===== config.mk =====
export PLATFORM = sky130hd
export DESIGN_NAME = mac_operand_feeder
export DESIGN_NICKNAME = d
export VERILOG_FILES = /design/src/rtl/mac_operand_feeder_pkg.sv /design/src/rtl/mac_operand_feeder_skew_delay.sv /design/src/rtl/mac_operand_feeder.sv
export SDC_FILE = /design/constraint.sdc
export NUM_CORES = 1
export LEC_CHECK = 0
export ABC_AREA = 1
export CAP_MARGIN = 10
export CORE_AREA = 2 2 411 413
export CTS_BUF_LIST = sky130_fd_sc_hd__clkbuf_2 sky130_fd_sc_hd__clkbuf_4 sky130_fd_sc_hd__clkbuf_8
export CTS_CLUSTER_DIAMETER = 120
export CTS_CLUSTER_SIZE = 10
export DETAILED_ROUTE_END_ITERATION = 8
export DIE_AREA = 0 0 413 415
export GPL_ROUTABILITY_DRIVEN = 0
export PLACE_DENSITY = 0.48
export SLEW_MARGIN = 10
export SYNTH_ARGS = -nofsm -noshare
export SYNTH_HDL_FRONTEND = slang
export SYNTH_HIERARCHICAL = 1
export SYNTH_SLANG_ARGS = --single-unit

===== constraint.sdc =====
create_clock -name i_clk -period 1.6 [get_ports i_clk]
set_input_delay 0.16 -clock i_clk [delete_from_list [all_inputs] [get_ports i_clk]]
set_output_delay 0.16 -clock i_clk [all_outputs]
set_load 0.01 [all_outputs]

===== src/rtl/mac_operand_feeder_pkg.sv =====
// rtl/mac_operand_feeder_pkg.sv - shared types for the MAC operand feeder
package mac_operand_feeder_pkg;

  localparam int INFO_W = 3;
  localparam int ELEM_W = 8;

  typedef logic [ELEM_W-1:0] elem_t;

  typedef struct packed {
    logic valid;
    logic first;
    logic last;
  } info_t;

  typedef enum logic [1:0] {
    IDLE  = 2'd0,
    RUN   = 2'd1,
    DRAIN = 2'd2
  } state_t;

endpackage


===== src/rtl/mac_operand_feeder_skew_delay.sv =====
// rtl/mac_operand_feeder_skew_delay.sv - N-stage clear-on-reset register line
// N=0 degenerates to a plain wire so the chain-tail column needs no special case.
module mac_operand_feeder_skew_delay #(
  parameter int W = 1,
  parameter int N = 0
) (
  input  logic         i_clk,
  input  logic         i_reset,
  input  logic [W-1:0] i_d,
  output logic [W-1:0] o_q
);

  if (N == 0) begin : g_wire
    logic w_unused;
    assign w_unused = i_clk ^ i_reset;
    assign o_q      = i_d;
  end else begin : g_regs
    logic [W-1:0] r_pipe [N];

    always_ff @(posedge i_clk) begin
      if (i_reset) begin
        for (int k = 0; k < N; k++) r_pipe[k] <= '0;
      end else begin
        r_pipe[0] <= i_d;
        for (int k = 1; k < N; k++) r_pipe[k] <= r_pipe[k-1];
      end
    end

    assign o_q = r_pipe[N-1];
  end

endmodule


===== src/rtl/mac_operand_feeder.sv =====
// rtl/mac_operand_feeder.sv - skews A row-slices per column group for the MAC array
// Optional MAC_FEEDER_DRAIN_GAP_EN: DRAIN state holds off input SZJ-1 cycles after each group.
module mac_operand_feeder
  import mac_operand_feeder_pkg::*;
#(
  parameter  int SZI   = 4,
  parameter  int SZJ   = 4,
  parameter  int DEPTH = 4,
  parameter  int AW    = 8,
  parameter  int KW    = 16,
  localparam int DW    = SZJ * DEPTH * AW
) (
  input  logic              i_clk,
  input  logic              i_reset,
  input  logic [SZI*DW-1:0] i_data,
  input  logic              i_valid,
  input  logic              i_last,
  output logic              o_ready,
  output logic [SZI*DW-1:0] o_amat,
  output logic [INFO_W-1:0] o_amatinfo,
  output logic              o_group_done,
  output logic [KW-1:0]     o_beat_count,
  output logic              o_busy
);

  localparam int CBW = DEPTH * AW;

  state_t            r_state;
  logic [KW-1:0]     r_beat_count;
  logic [SZI*DW-1:0] r_stage0;
  info_t             r_info;
  logic [SZJ-1:0]    r_vchain;
  logic              w_accept;

  function automatic logic [KW-1:0] sat_inc(input logic [KW-1:0] v);
    return (v == {KW{1'b1}}) ? v : v + KW'(1);
  endfunction

`ifdef MAC_FEEDER_DRAIN_GAP_EN
  localparam int CW = $clog2(SZJ);
  logic          r_ready;
  logic [CW-1:0] r_drain_cnt;
  assign o_ready = r_ready;
`else
  assign o_ready = 1'b1;
`endif

  assign w_accept = i_valid && o_ready;

  always_ff @(posedge i_clk) begin
    if (i_reset) begin
      r_state      <= IDLE;
      r_beat_count <= '0;
`ifdef MAC_FEEDER_DRAIN_GAP_EN
      r_ready      <= 1'b1;
      r_drain_cnt  <= '0;
`endif
    end else begin
      case (r_state)
        IDLE, RUN: begin
          if (w_accept) begin
            r_beat_count <= (r_state == IDLE) ? KW'(1) : sat_inc(r_beat_count);
            if (i_last) begin
`ifdef MAC_FEEDER_DRAIN_GAP_EN
              r_state     <= DRAIN;
              r_ready     <= 1'b0;
              r_drain_cnt <= CW'(SZJ - 2);
`else
              r_state     <= IDLE;
`endif
            end else begin
              r_state <= RUN;
            end
          end else if (r_state == IDLE) begin
            r_beat_count <= '0;
          end
        end
`ifdef MAC_FEEDER_DRAIN_GAP_EN
        DRAIN: begin
          r_beat_count <= '0;
          if (r_drain_cnt == '0) begin
            r_state <= IDLE;
            r_ready <= 1'b1;
          end else begin
            r_drain_cnt <= r_drain_cnt - CW'(1);
          end
        end
`endif
        default: r_state <= IDLE;
      endcase
    end
  end

  // Idle cycles load zeros so a bubble adds nothing to any chain sum.
  always_ff @(posedge i_clk) begin
    if (i_reset) begin
      r_stage0 <= '0;
      r_info   <= '0;
      r_vchain <= '0;
    end else begin
      r_stage0     <= w_accept ? i_data : '0;
      r_info.valid <= w_accept;
      r_info.first <= w_accept && (r_state == IDLE);
      r_info.last  <= w_accept && i_last;
      r_vchain     <= {r_vchain[SZJ-2:0], w_accept};
    end
  end

  for (genvar j = 0; j < SZJ; j++) begin : g_col
    logic [SZI*CBW-1:0] w_col_in;
    logic [SZI*CBW-1:0] w_col_out;

    for (genvar i = 0; i < SZI; i++) begin : g_row
      assign w_col_in[i*CBW +: CBW]       = r_stage0[i*DW + j*CBW +: CBW];
      assign o_amat[i*DW + j*CBW +: CBW]  = w_col_out[i*CBW +: CBW];
    end

    mac_operand_feeder_skew_delay #(
      .W (SZI * CBW),
      .N (SZJ - 1 - j)
    ) u_skew (
      .i_clk   (i_clk),
      .i_reset (i_reset),
      .i_d     (w_col_in),
      .o_q     (w_col_out)
    );
  end

  // The last flag rides alongside column 0 so overlapping groups each get a pulse.
  mac_operand_feeder_skew_delay #(
    .W (1),
    .N (SZJ - 1)
  ) u_last_chain (
    .i_clk   (i_clk),
    .i_reset (i_reset),
    .i_d     (r_info.last),
    .o_q     (o_group_done)
  );

  assign o_amatinfo   = r_info;
  assign o_beat_count = r_beat_count;
  assign o_busy       = (r_state != IDLE) || (|r_vchain);

endmodule


==> results.toml <==
[clocking]
cts_buffer_depth = 3
ctsHtreeMaxLevel = 4
cts-buffers-inserted = 151
cts.clk_slew.worst_paths_ns = 0.08
cts.sinks = 1306
cts_tree = "yes"
cts-root-buf = "clkbuf_8"
insertion_delay_ns = 0.88

[floorplanning]
die_h_um = 415
coreArea_um2 = 167000
die_w_um = 413
io_pins = 1050
rows = 150
fp.dieArea_um2 = 171000
start_util = 0.244

[synth]
syn_area_um2 = 40700
yosysTopAreaCellShare = 0.643
yosysSeqAreaShare = 0.643
yosysWarningCount = 6
ys_ff_latch = 1306
synth_area_per_cell_um2 = 8.88
syn-num-nets = 5095
yosysTopAreaCell = "dfxtp_1"
syn_inst = 4578
synth.area.top_cells = "dfxtp_1, inv_1, nor2_1, buf_4, buf_6"
synth_cell_types = 33

[timing]
fin_skew_ns = 0.0391
period_share = 1.16
hold_viol = 0
setup_ws_ns = -0.264
fin_crit_ns = 1.86
setup-tns-final_ns = -0.388
setup_viol = 6
tightest_slew_ns = 0.634
max_slew_margin = 0.577
clock.fmax_ghz = 0.537
drv_slew = 0
rsz0062_at_grt = "true"

[worst_hold_path]
hp-class = "in -> reg"

[run_status]
violations = "setup timing"
status = "finished, violations left"

[global_routing]
grt_antenna_before_repair = 25
grt_max_degree = 121
grt_pass1_wl_um = 172000
grt-ovfl-total = 0
grtUsageTotal = 0.133
grt_pass1_vias = 28300

[run]
max_cap_violations = 0

[placed_design]
dpl.cell_count = 7372
io_buffers = 1048
pre_cts_ws_ns = -0.141
post-dp-hpwl_um = 87100

[routing]
ant_nets = 0
route.final.wire_length_um = 117000
first_pass_iters = 4
drt_iter0_drc = 1003
wire_per_inst_um = 14.4
via_count = 28200
vias_per_cell = 3.48
drc = 0

[critical_path]
cpMaxStageDelayCell = "dfxtp_2"
end_kind = "primary output"
worstSetupStartpointType = "flop"
path_cells = "nor3_2 -> nand3_1 -> buf_6"
worstPathArrival_ns = 1.70
crit_fanout = 3
worstPathRequired_ns = 1.44
max_stage_delay_ns = 0.35
worstSetupPathType = "reg -> out"

[finish]
layout.cells.non_filler = 8097
num-nets-final = 6374
drive_gt1_frac = 0.214
areaGrowthSynthToFinish_pct = 45.8

[power]
vdd_drop_max_mv = 0.793
cellPowerDensity_nw_per_um2 = 1000
p_leak_nw = 26.9
-- through the flow --
stage | total power [mW] | instance area (um^2) | util | hold slack [ns]
detailed placement | 38.4 | 50800 | 0.305 | 0.392
CTS | 60.6 | 58700 | 0.352 | 0.151
finish | 59.4 | 59300 | 0.356 | 0.331
global route | 62.4 | 59300 | 0.356 | 0.200
global placement | 38.4 | 50800 | 0.305 | 0.388
floorplan | 36.2 | 40700 | - | 0.231
-- cell usage after synthesis --
master and number:
nand4_4 1, ha_1 1, nor2_1 1307, o2111ai_1 1, nor2_4 1, inv_2 3
inv_1 1307, dfxtp_1 1306, clkinv_1 1, o21ai_0 3, o22ai_1 1, nor2_2 4
nand2_1 54, a31oi_1 1, buf_6 54, nor2_8 2, nand3_2 5, nand2_4 1
clkbuf_1 6, or2_2 2, and3_1 1, conb_1 1, nand4_1 9, a21oi_2 1
nand3_1 16, nor3_1 1, buf_4 413, nand2_2 2, o21bai_1 1, buf_2 59
o21ai_2 1, a21oi_1 11, clkbuf_2 1
-- worst max-delay path: cells and delay by family, from the launching register on --
family | cells | cell delay (ns)
buf+inv | 1 | 0.17
flops | 1 | 0.35
simple gates | 2 | 0.30
-- flip-flops by register name, indices dropped and copies added, names as in the netlist --
signal	flops
g_col.u_skew/g_regs.r_pipe	768
r_stage0	512
o_beat_count	16
r_vchain	4
u_last_chain/g_regs.r_pipe	3
o_amatinfo	2
r_state	1
-- final cells by class --
| type | count | area [um^2] |
|---|---|---|
| diodes | 16 | 40.0 |
| clock buffers | 155 | 2130 |
| clock inverters | 18 | 231 |
| fillers | 17100 | 107000 |
| inverters | 1311 | 4930 |
| multi-input cells | 1428 | 5630 |
| flip-flops and latches | 1306 | 26700 |
| well taps | 2204 | 2760 |
| repair buffers | 1659 | 16800 |
-- routing by layer --
layer	global-route usage	wire [um]	vias up	share of wire
met1	0.145	45900	12600	0.39
li1	-	-	14600	-
met2	0.241	59300	762	0.51
met5	0	114	-	0.00098
met3	0.0427	8090	210	0.069
met4	0.0471	3420	20	0.029
-- report_power, final --
group | total [mW] | switching (mW) | leakage, nW | internal, mW
registers | 33.7 | 0.307 | 10.8 | 33.4
clock network | 20.6 | 11.6 | 1.21 | 8.99
logic | 5.06 | 2.08 | 14.8 | 2.98
total | 59.4 | 14.0 | 26.9 | 45.4
-- placed cells by master, fill, tap and decap left out, drive strengths merged --
master	n
bufinv	1
o22ai	1
buf	628
and3	1
clkdlybuf4s50	514
dlygate4sd3	517
clkbuf	155
nand2	57
nand3	21
nand4	10
o2111ai	1
o21bai	1
diode	16
nor3	1
clkinvlp	3
dfxtp	1306
ha	1
clkinv	6
nor2	1314
conb	1
a31oi	1
a21oi	12
or2	2
o21ai	4
inv	1319
-- cells by family after synthesis --
| group | count (synthesis) | synth area share |
|---|---|---|
| simple gates | 1406 | 0.134 |
| buf+inv | 1844 | 0.220 |
| compound gates | 20 | 0.00286 |
| flops | 1306 | 0.643 |
| fa+ha+maj | 1 | 0.000308 |
| other cells | 1 | 0.0000922 |
-- repair_timing --
item	CTS	global route
hold endpoints to repair	1112	0
buffers inserted	22	2
pin swaps	2	5
resized for setup	3154	158
hold buffers	517	0
endpoints found under the setup margin	533	426
-- final timing paths --
check | from | end | slack [ns] | cells after the start
worst min-delay path | i_data[103] | r_stage0[103]$_SDFF_PP0_ | 0.33 | 4
worst max-delay path | r_state[0]$_SDFFE_PP0P_ | o_busy | -0.26 | 3
worst min register to register | r_stage0[455]$_SDFF_PP0_ | g_col[2].u_skew/g_regs.r_pipe[0][103]$_SDFF_PP0_ | 0.37 | 2
worst max register to register | o_beat_count[0]$_SDFFE_PP0P_ | o_beat_count[7]$_SDFFE_PP0P_ | 0.09 | 10
No activity file was read; power rests on OpenSTA's default activity.
